`config.mk`:
```
export PLATFORM = sky130hd
export DESIGN_NAME = stopwatch_ctrl
export DESIGN_NICKNAME = d
export VERILOG_FILES = /design/src/rtl/stopwatch_pkg.sv /design/src/rtl/sw_tick_prescaler.sv /design/src/rtl/stopwatch_ctrl.sv
export SDC_FILE = /design/constraint.sdc
export NUM_CORES = 1
export LEC_CHECK = 0
export BUFFER_PORTS_ARGS = -buffer_cell sky130_fd_sc_hd__buf_2
export CAP_MARGIN = 20
export CORE_ASPECT_RATIO = 0.7
export CORE_MARGIN = 2
export CORE_UTILIZATION = 35
export DETAILED_ROUTE_END_ITERATION = 16
export PLACE_DENSITY = 0.55
export SLEW_MARGIN = 5
export SYNTH_ARGS = -nofsm -noshare
export SYNTH_HDL_FRONTEND = slang
export SYNTH_HIERARCHICAL = 1
export SYNTH_SLANG_ARGS = --single-unit
```
`constraint.sdc`:
```
create_clock -name clk -period 4.6 [get_ports clk]
set_input_delay 1.15 -clock clk [delete_from_list [all_inputs] [get_ports clk]]
set_output_delay 1.15 -clock clk [all_outputs]
set_load 0.03 [all_outputs]
```
`src/rtl/stopwatch_pkg.sv`:
```
// Shared types and default sizing for the stopwatch controller slice.
package stopwatch_pkg;

    typedef enum logic [1:0] {
        SW_IDLE  = 2'd0,
        SW_RUN   = 2'd1,
        SW_PAUSE = 2'd2,
        SW_LAP   = 2'd3
    } sw_state_t;

    localparam int unsigned SW_TICK_DIV_DEF = 4;
    localparam int unsigned SW_WIDTH_DEF    = 8;

endpackage

```
`src/rtl/sw_tick_prescaler.sv`:
```
// Divides clk down to a count-increment strobe; holds phase while disabled.
module sw_tick_prescaler
    import stopwatch_pkg::*;
#(
    parameter int unsigned TICK_DIV = SW_TICK_DIV_DEF
) (
    input  logic clk,
    input  logic reset,
    input  logic enable,
    input  logic clear,
    output logic tick
);

    localparam int unsigned    PW   = $clog2(TICK_DIV);
    localparam logic [PW-1:0]  LAST = PW'(TICK_DIV - 1);

    logic [PW-1:0] phase;

    // Phase counter: clear wins, otherwise advance and wrap only while enabled.
    always_ff @(posedge clk) begin
        if (reset || clear) begin
            phase <= '0;
        end else if (enable) begin
            phase <= (phase == LAST) ? '0 : phase + PW'(1);
        end
    end

    // Strobe in the last phase of an enabled interval; consumer registers it.
    always_comb begin
        tick = enable && (phase == LAST);
    end

endmodule

```
`src/rtl/stopwatch_ctrl.sv`:
```
// Stopwatch mode FSM with elapsed counter, lap hold register and overflow flag.
module stopwatch_ctrl
    import stopwatch_pkg::*;
#(
    parameter int unsigned TICK_DIV = SW_TICK_DIV_DEF,
    parameter int unsigned WIDTH    = SW_WIDTH_DEF
) (
    input  logic             clk,
    input  logic             reset,
    input  logic             start_stop,
    input  logic             lap_reset,
    output logic [WIDTH-1:0] count,
    output logic [WIDTH-1:0] display,
    output logic             running,
    output logic             lap_active,
    output logic             tick,
    output logic             overflow
);

    sw_state_t        state, state_nxt;
    logic             pre_tick, pre_enable, pre_clear;
    logic [WIDTH-1:0] lap_q, lap_nxt, count_nxt, display_nxt;
    logic             overflow_nxt;

    // Prescaler control kept apart from the FSM block so the combinational
    // tick feedback does not form a loop through one process.
    always_comb begin
        pre_enable = (state == SW_RUN) || (state == SW_LAP);
        pre_clear  = (state == SW_PAUSE) && lap_reset && !start_stop;
    end

    sw_tick_prescaler #(
        .TICK_DIV (TICK_DIV)
    ) u_prescaler (
        .clk    (clk),
        .reset  (reset),
        .enable (pre_enable),
        .clear  (pre_clear),
        .tick   (pre_tick)
    );

    // Mode register.
    always_ff @(posedge clk) begin
        if (reset) begin
            state <= SW_IDLE;
        end else begin
            state <= state_nxt;
        end
    end

    // Next state and datapath next values; start_stop beats lap_reset.
    always_comb begin
        state_nxt    = state;
        count_nxt    = pre_tick ? count + WIDTH'(1) : count;
        overflow_nxt = overflow || (pre_tick && (count == '1));
        lap_nxt      = lap_q;
        unique case (state)
            SW_IDLE: begin
                if (start_stop) state_nxt = SW_RUN;
            end
            SW_RUN: begin
                if (start_stop) begin
                    state_nxt = SW_PAUSE;
                end else if (lap_reset) begin
                    state_nxt = SW_LAP;
                    lap_nxt   = count_nxt;
                end
            end
            SW_LAP: begin
                if (start_stop) begin
                    state_nxt = SW_PAUSE;
                end else if (lap_reset) begin
                    state_nxt = SW_RUN;
                end
            end
            SW_PAUSE: begin
                if (start_stop) begin
                    state_nxt = SW_RUN;
                end else if (lap_reset) begin
                    state_nxt    = SW_IDLE;
                    count_nxt    = '0;
                    lap_nxt      = '0;
                    overflow_nxt = 1'b0;
                end
            end
            default: state_nxt = SW_IDLE;
        endcase
        display_nxt = (state_nxt == SW_LAP) ? lap_nxt : count_nxt;
    end

    // Registered outputs follow the state being entered on this edge.
    always_ff @(posedge clk) begin
        if (reset) begin
            count      <= '0;
            display    <= '0;
            lap_q      <= '0;
            overflow   <= 1'b0;
            tick       <= 1'b0;
            running    <= 1'b0;
            lap_active <= 1'b0;
        end else begin
            count      <= count_nxt;
            display    <= display_nxt;
            lap_q      <= lap_nxt;
            overflow   <= overflow_nxt;
            tick       <= pre_tick;
            running    <= (state_nxt == SW_RUN) || (state_nxt == SW_LAP);
            lap_active <= (state_nxt == SW_LAP);
        end
    end

endmodule

```
==> impl_metrics.toml, run 1 <==
[outcome]
status = "finished, final reports clean"

[routing]
via_per_inst = 4.76
routed.top_layer = "met4"
via_count = 1000
wirelength_met1_um = 1390
final_antenna_net_count = 0
finalWirelength_um = 2680
drtIter0Drc = 89
wl_per_cell_um = 12.7
drc = 0
wl_met2_um = 1070
drt_pre_antenna_iters = 4
wl_met3_um = 158

[sta]
hold_viol_final = 0
relSlewSlack = 0.621
period_minus_slack_ns = 2.51
final_max_slew_viol_count = 0
rsz0062_at_grt = "false"
finalCritPeriodShare = 0.545
clock.fmax_mhz = 399
tightest_slew_ns = 0.566
final.setup.worst_slack_ns = 2.09
setup_violations = 0
skew_ns = 0.00549
finalSetupTns_ns = 0

[clock_network]
postCtsSetupBuffers = 0
clock_path_buffers = 2
holdBufCountCts = 0
clk_pin_slew_ns = 0.06
cts_resized = 0
cts_tree = "done"
cts_made_buffers = 5
cts.sinks = 31
htree_levels = 2
worstSkewPairLatency_ns = 0.28
cts-root-buf = "clkbuf_8"

[power]
p_leak_nw = 0.725
switching_power_uw = 136
p_comb_frac = 0.087
peakVddDrop_v = 0.000187
powerDensity_nw_per_um2 = 372
p_seq_frac = 0.459
p_sw_frac = 0.225
p_int_uw = 467
power_frac_clock = 0.454

[yosys]
netlist_top_cells_area = "dfxtp_1, ha_1, mux2_2"
async_reset_ff_frac = 0
yosys.area.top_type = "dfxtp_1"
synth_cells = 131
synth.top_cell.area_share = 0.466
ys_seq_area_frac = 0.466
netlist_top_cells_count = "dfxtp_1, nor2_1, nand2_1, and2_1"
syn_area_per_cell_um2 = 10.2
syn_area_um2 = 1330
synth.distinct_cells = 41
ys.warnings.count = 6
ys_seq_elements = 31
yosysMostFrequentCell = "dfxtp_1"
synth_ff_type = "dfxtp_1"
synth-edff-count = 0
syn_nets = 141

[floorplan]
die-height_um = 55.6
die_x_um = 77.7
core_um2 = 3580
rows = 18
start_util = 0.372
dieArea_um2 = 4320
ios = 24

[global_routing]
grt_max_degree = 16
grt_pass1_vias = 956
grtUsageTotal = 0.142
antenna_found_initial = 0
grt-ovfl-total = 0
grt_pass1_wl_um = 4660

[min_path]
hold_depth = 2
hold_class = "reg2reg"

[placement]
place_congestion = 0.863
placedCellCount = 202
placed_area_um2 = 1500
port_buffers = 23
dpl.hpwl_um = 1980
dp_slack_ns = 1.80

[final_layout]
layout-drive-gt1-share = 0.281
area_growth_pct = 21.5
fillCellCount = 354
fin_area_um2 = 1620
nets = 169
final_cells = 210
insertedDiodeCount = 0
fin_util = 0.452

[setup_path]
reg2regPathDepth = 9
critPathKind = "in2reg"
cp.depth = 4
arrival_ns = 2.68
cp.required_ns = 4.77
cp_num_buf_inv = 1
cp_slowest_cell = "a211oi_4"
setup.worst_path.end_class = "flip-flop"
cp-start-kind = "primary input"
worstPathCellList = "buf_2 -> or3_1 -> a211oi_4 -> mux2_2"
crit_family = "compound AO/OA/AOI/OAI gates"
path_max_fanout = 10
critical-path-max-stage-delay_ns = 0.54

[job]
drv_cap = 0
power groups by stage:
| stage | Sequential, mW | Combinational (mW) | Clock [mW] |
|---|---|---|---|
| 2_1_floorplan | 0.285 | 0.0349 | 0 |
| 3_3_place_gp | 0.282 | 0.0513 | 0 |
| 6_report | 0.276 | 0.0525 | 0.273 |
| 5_1_grt | 0.277 | 0.0592 | 0.296 |
| 4_1_cts | 0.276 | 0.0530 | 0.282 |
| 3_5_place_dp | 0.282 | 0.0527 | 0 |
worst paths after layout:
kind | startpoint | to | slack [ns]
worst max-delay path | start_stop | display[1] | 2.09
worst min-delay path | overflow | overflow | 0.47
worst max register to register | running | display[6] | 2.10
worst min register to register | overflow | overflow | 0.47
cell usage in the layout (no fill, tap or decap), drive strengths merged, types with 2 or more instances in the layout:
cell and n:
a2bb2oi 2, xnor2 5, mux2 7, a22o 3
inv 5, xor2 2, ha 6, nor3 4
and2 8, nand2 10, buf 23, a31oi 2
nor2 13, a22oi 3, dfxtp 31, nor2b 6
nand4 3, a211oi 3, clkbuf 6
routing by layer:
| metal | track usage | vias to the layer above |
|---|---|---|
| li1 | - | 522 |
| met5 | 0 | - |
| met3 | 0.0584 | 6 |
| met1 | 0.202 | 448 |
| met4 | 0.0612 | 0 |
| met2 | 0.183 | 24 |
area by class of cell:
type                    count  area (µm²)  share of cell area
multi-input cells          93         683               0.422
flip-flops and latches     31         621               0.384
repair buffers             23         115              0.0712
clock buffers               6        82.6              0.0510
well taps                  50        62.6              0.0387
clock inverters             2        35.0              0.0217
inverters                   5        18.8              0.0116
kinds of logic (layout without fill, tap and decap cells):
group | after synthesis | in the layout | synth area share
flip-flops | 31 | 31 | 0.466
XOR/XNOR | 7 | 7 | 0.0461
buffers and inverters | 7 | 36 | 0.0207
adder cells (fa/ha/maj) | 6 | 6 | 0.0564
AO/OA/AOI/OAI | 20 | 20 | 0.136
AND/OR/NAND/NOR | 52 | 52 | 0.208
multiplexers | 8 | 8 | 0.0667
tightest hold or removal path, cell delays in order (launching register included):
cell     delay, ns
dfxtp_1       0.32
a31oi_1       0.04
nor2_1        0.07
registers in the layout, summed over array words and instances, names as in the netlist:
register,count
tick,1
overflow,1
lap_active,1
display,8
count,8
lap_q,8
state,1
u_prescaler/phase,2
running,1
metrics by stage:
step | hold WS (ns) | power (mW)
floorplan | 0.443 | 0.320
global placement | 0.448 | 0.333
detailed placement | 0.457 | 0.335
CTS | 0.470 | 0.611
global route | 0.509 | 0.632
finish | 0.465 | 0.602
(Power assumes the default switching activity.)
==> run 2, diff against run 1 <==
==> constraint.sdc (replaced) <==
create_clock -name clk -period 2.5 [get_ports clk]
set_input_delay 0.625 -clock clk [delete_from_list [all_inputs] [get_ports clk]]
set_output_delay 0.625 -clock clk [all_outputs]
set_load 0.03 [all_outputs]
==> run 2 against run 1 <==
  * Utilization increased by 0.66 points
  * Combinational power increased by 94%
  * Sequential power increased by 84%
  * Cell count increased by 1.4%
  * First-iteration DRC count decreased by 47%
  * Flip-flop and latch count unchanged
  * Cell area increased by 1.5%
==> impl_metrics.toml, run 2 (synthesized netlist as in run 1, its figures left out) <==
[final_layout]
top_regs = "count: 8 flops, display: 8 flops, lap_q: 8 flops"
mostFrequentLayoutCells = "dfxtp_1, buf_2, nor2_1"
insertedDiodeCount = 0
final_common_cell = "dfxtp_1"
area_growth_pct = 23.3
fillCellCount = 345
fin_area_um2 = 1640
nets = 172
layout-drive-gt1-share = 0.301
fin_util = 0.458

[global_routing]
grtUsageTotal = 0.143
grt-ovfl-total = 0
grt_max_degree = 16
grt_pass1_vias = 1000
antenna_found_initial = 0
grt_pass1_wl_um = 4720

[sta]
clock.fmax_mhz = 432
hold_viol_final = 0
finalCritPeriodShare = 0.925
finalSetupTns_ns = 0
period_minus_slack_ns = 2.31
tightest_slew_ns = 0.572
timing.hold.ws_ns = 0.475
skew_ns = 0.00614
setup_violations = 0
rsz0062_at_grt = "false"
relSlewSlack = 0.614
final_max_slew_viol_count = 0

[job]
drv_cap = 0

[routing]
routed.top_layer = "met4"
drtIter0Drc = 47
final_antenna_net_count = 0
finalWirelength_um = 2690
drt_pre_antenna_iters = 4
wl_met3_um = 134
wirelength_met1_um = 1370
wl_met2_um = 1170
wl_per_cell_um = 12.6
drc = 0
via_per_inst = 4.74
via_count = 1010

[clock_network]
htree_levels = 2
cts_tree = "done"
worstSkewPairLatency_ns = 0.28
postCtsSetupBuffers = 0
cts_made_buffers = 5
clk_pin_slew_ns = 0.06
clock_path_buffers = 2
cts-root-buf = "clkbuf_8"
cts.sinks = 31
holdBufCountCts = 0
cts_resized = 0

[setup_path]
arrival_ns = 2.52
path_max_fanout = 7
critical-path-max-stage-delay_ns = 0.50
setup.worst_path.end_class = "flip-flop"
cp-start-kind = "flip-flop"
crit_top_cell = "inv_1"
worstPathCellList = "inv_1 -> ha_1 -> nor2_1 -> inv_1 -> and2_2 -> nand4_2 -> nor2_2 -> xnor2_1 -> or4_1 -> a31oi_1"
cp.required_ns = 2.71
critPathKind = "reg2reg"
cp_slowest_cell = "or4_1"

[power]
power_frac_clock = 0.450
peakVddDrop_v = 0.000323
p_comb_frac = 0.092
p_int_uw = 863
p_sw_frac = 0.223
powerDensity_nw_per_um2 = 676
p_leak_nw = 0.740
total_power_mw = 1.11
switching_power_uw = 247
p_seq_frac = 0.457

[floorplan]
die-height_um = 55.6
start_util = 0.372
dieArea_um2 = 4320
rows = 18
core_um2 = 3580
die_x_um = 77.7
ios = 24

[min_path]
hold_class = "reg2reg"

[placement]
dpl.hpwl_um = 2020
placed_area_um2 = 1520
port_buffers = 23
place_congestion = 0.832

[outcome]
status = "finished, final reports clean"
## run 2: cell type report
type                            count  area (µm²)  area share
Timing Repair Buffer               26         138      0.0838
Tap cell                           50        62.6      0.0381
Clock buffer                        6        82.6      0.0503
Clock inverter                      2        35.0      0.0213
Inverter                            5        18.8      0.0114
Sequential cell                    31         621       0.378
Multi-Input combinational cell     93         684       0.417
## run 2: worst max-delay path: cells and delay by family (launching register included)
kind | cells | cell delay, ns
compound gates | 1 | 0.17
xor+xnor | 1 | 0.11
flops | 1 | 0.34
simple gates | 5 | 1.16
fa+ha+maj | 1 | 0.24
buf+inv | 2 | 0.23
## run 2: power by group through the flow
stage          sequential [mW]  clock [mW]  combinational [mW]
3_5_place_dp             0.519           0               0.102
3_3_place_gp             0.518           0               0.102
5_1_grt                  0.509       0.531               0.115
6_report                 0.508       0.500               0.102
4_1_cts                  0.508       0.510               0.103
2_1_floorplan            0.525           0              0.0642
## run 2: through the flow
| step | instances | setup slack (ns) |
|---|---|---|
| floorplan | 131 | 0.142 |
| global placement | 205 | 0.269 |
| detailed placement | 205 | 0.138 |
| CTS | 213 | 0.111 |
| global route | 213 | 0.0304 |
| finish | 213 | 0.187 |
## run 2: final timing paths
| path | start | endpoint | slack, ns | depth (start not counted) |
|---|---|---|---|---|
| max | state[1] | display[6] | 0.19 | 10 |
| min | overflow | overflow | 0.48 | 2 |
| max reg2reg | state[1] | display[6] | 0.19 | 10 |
| min reg2reg | overflow | overflow | 0.48 | 2 |
## run 2: per-layer routing
metal  vias up  track usage
met1       466        0.193
li1        525            -
met5         -            0
met3         2       0.0568
met4         0       0.0536
met2        17        0.203
==> run 3, diff against run 2 <==
--- a/config.mk
+++ b/config.mk
@@ -11,7 +11,7 @@
 export CORE_MARGIN = 2
 export CORE_UTILIZATION = 35
 export DETAILED_ROUTE_END_ITERATION = 16
-export PLACE_DENSITY = 0.55
+export PLACE_DENSITY = 0.51
 export SLEW_MARGIN = 5
 export SYNTH_ARGS = -nofsm -noshare
 export SYNTH_HDL_FRONTEND = slang
==> run 3 against run 2 <==
  * Worst setup slack better by 0.028 ns
  * Clock power down 22%
  * Sequential power barely moved
  * Utilization down 0.56 points
  * Clock skew is 0.0018 ns higher
  * Largest cell class unchanged
  * Die area unchanged
  * Fmax grew 1.2%
  * Total power fell by 9.3%
  * Register-to-register slack better by 0.03 ns
  * Sequential share of layout area rose by 0.47 points
  * Count of clock-buffer cells in the layout unchanged
==> impl_metrics.toml, run 3 (synthesized netlist as in run 1, its figures left out) <==
[setup_path]
r2r_end = "display[6]"
cp.depth = 10
setup.worst_path.end_class = "flip-flop"
regToRegStartpoint = "state[1]"
critical-path-max-stage-delay_ns = 0.50
crit_top_cell = "inv_1"
arrival_ns = 2.50
critPathKind = "reg2reg"
cp.required_ns = 2.71
path_max_fanout = 7
cp-start-kind = "flip-flop"
crit_end = "display[6]"
worstPathCellList = "inv_1 -> ha_2 -> nor2_1 -> inv_1 -> and2_2 -> nand4_2 -> nor2_2 -> xnor2_1 -> or4_1 -> a31oi_1"
cp_num_buf_inv = 2
cp_slowest_cell = "or4_1"
crit_family = "simple AND/OR/NAND/NOR gates"
startpoint = "state[1]"
ff2ff_setup_slack_ns = 0.22
reg2regPathDepth = 10

[sta]
clock.fmax_mhz = 438
hold_viol_final = 0
period_minus_slack_ns = 2.28
final_max_slew_viol_count = 0
tightest_slew_ns = 0.398
rsz0062_at_grt = "false"
finalCritPeriodShare = 0.914
final.setup.worst_slack_ns = 0.215
skew_ns = 0.00794
setup_violations = 0
relSlewSlack = 0.733
finalSetupTns_ns = 0

[clock_network]
cts_tree = "done"
cts-root-buf = "clkbuf_8"
clk_pin_slew_ns = 0.06
htree_levels = 2
worstSkewPairLatency_ns = 0.28
clock_path_buffers = 2
cts_made_buffers = 5
holdBufCountCts = 0
cts.sinks = 31

[final_layout]
final_common_cell = "dfxtp_1"
insertedDiodeCount = 0
layout-drive-gt1-share = 0.307
fin_area_um2 = 1620
mostFrequentLayoutCells = "dfxtp_1, buf_2, nor2_1"
fin_util = 0.453
top_regs = "count: 8 flops, display: 8 flops, lap_q: 8 flops"
nets = 173
area_growth_pct = 21.8

[placement]
placed_area_um2 = 1530
dp_slack_ns = 0.150
dpl.hpwl_um = 2080
port_buffers = 23
place_congestion = 0.796

[power]
p_comb_frac = 0.107
p_int_uw = 760
p_sw_frac = 0.246
powerDensity_nw_per_um2 = 621
p_leak_nw = 0.729
peakVddDrop_v = 0.000320
switching_power_uw = 247
power_frac_clock = 0.388
p_seq_frac = 0.504
total_power_mw = 1.01

[global_routing]
grt_max_degree = 16
grtUsageTotal = 0.139
grt_pass1_wl_um = 4590
grt-ovfl-total = 0
antenna_found_initial = 0
grt_pass1_vias = 964

[routing]
drt_pre_antenna_iters = 4
drtIter0Drc = 87
via_count = 1048
via_per_inst = 4.92
final_antenna_net_count = 0
finalWirelength_um = 2810
drc = 0
wl_per_cell_um = 13.2

[floorplan]
ios = 24
start_util = 0.372
die-height_um = 55.6
core_um2 = 3580
dieArea_um2 = 4320
die_x_um = 77.7
rows = 18

[min_path]
hold_class = "reg2reg"

[job]
drv_cap = 0

[outcome]
status = "finished, final reports clean"
## run 3: per-stage QoR
step,std cells,hold WS (ns)
2_1_floorplan,131,0.443
3_3_place_gp,206,0.461
3_5_place_dp,206,0.460
6_report,213,0.463
4_1_cts,213,0.475
5_1_grt,213,0.509
## run 3: layer usage
metal,track usage,part of all wire,vias up
met3,0.0519,0.058,7
met4,0.0689,0.017,0
li1,-,-,520
met5,0,0,-
met1,0.191,0.51,486
met2,0.190,0.42,35
## run 3: worst min-delay path by stage
stage | slack [ns] | cells after the start | from | to
after CTS | 0.48 | 2 | lap_q[6] | lap_q[6]
after detailed placement | 0.46 | 1 | lap_q[4] | lap_q[4]
final | 0.46 | 2 | overflow | overflow
after global placement | 0.46 | 1 | lap_q[3] | lap_q[3]
after global routing | 0.51 | 1 | lap_q[3] | lap_q[3]
after floorplan | 0.44 | 2 | lap_q[6] | lap_q[6]
## run 3: worst register-to-register path, delay by kind of cell (launching register included)
| family | cells | cell delay (ns) |
|---|---|---|
| AO/OA/AOI/OAI | 1 | 0.16 |
| XOR/XNOR | 1 | 0.11 |
| adder cells (fa/ha/maj) | 1 | 0.23 |
| buffers and inverters | 2 | 0.24 |
| flip-flops | 1 | 0.33 |
| AND/OR/NAND/NOR | 5 | 1.14 |
## run 3: final cells by class
| type | instances | area, µm² |
|---|---|---|
| clock buffers | 6 | 82.6 |
| clock inverters | 1 | 5.00 |
| repair buffers | 27 | 145 |
| multi-input cells | 93 | 687 |
| flip-flops and latches | 31 | 621 |
| inverters | 5 | 18.8 |
| fillers | 354 | 1960 |
| well taps | 50 | 62.6 |
## run 3: power groups by stage
stage	logic, mW	registers (mW)	clock network (mW)
final	0.108	0.508	0.391
after global routing	0.118	0.509	0.427
after CTS	0.107	0.508	0.400
after detailed placement	0.106	0.519	0
after global placement	0.107	0.518	0
after floorplan	0.0642	0.525	0
## run 3: timing repair
action | in CTS | in global routing
buffers inserted | 0 | 0
endpoints found under the hold margin | 0 | 0
setup endpoints to repair | 0 | 4
gates resized for setup | 0 | 2
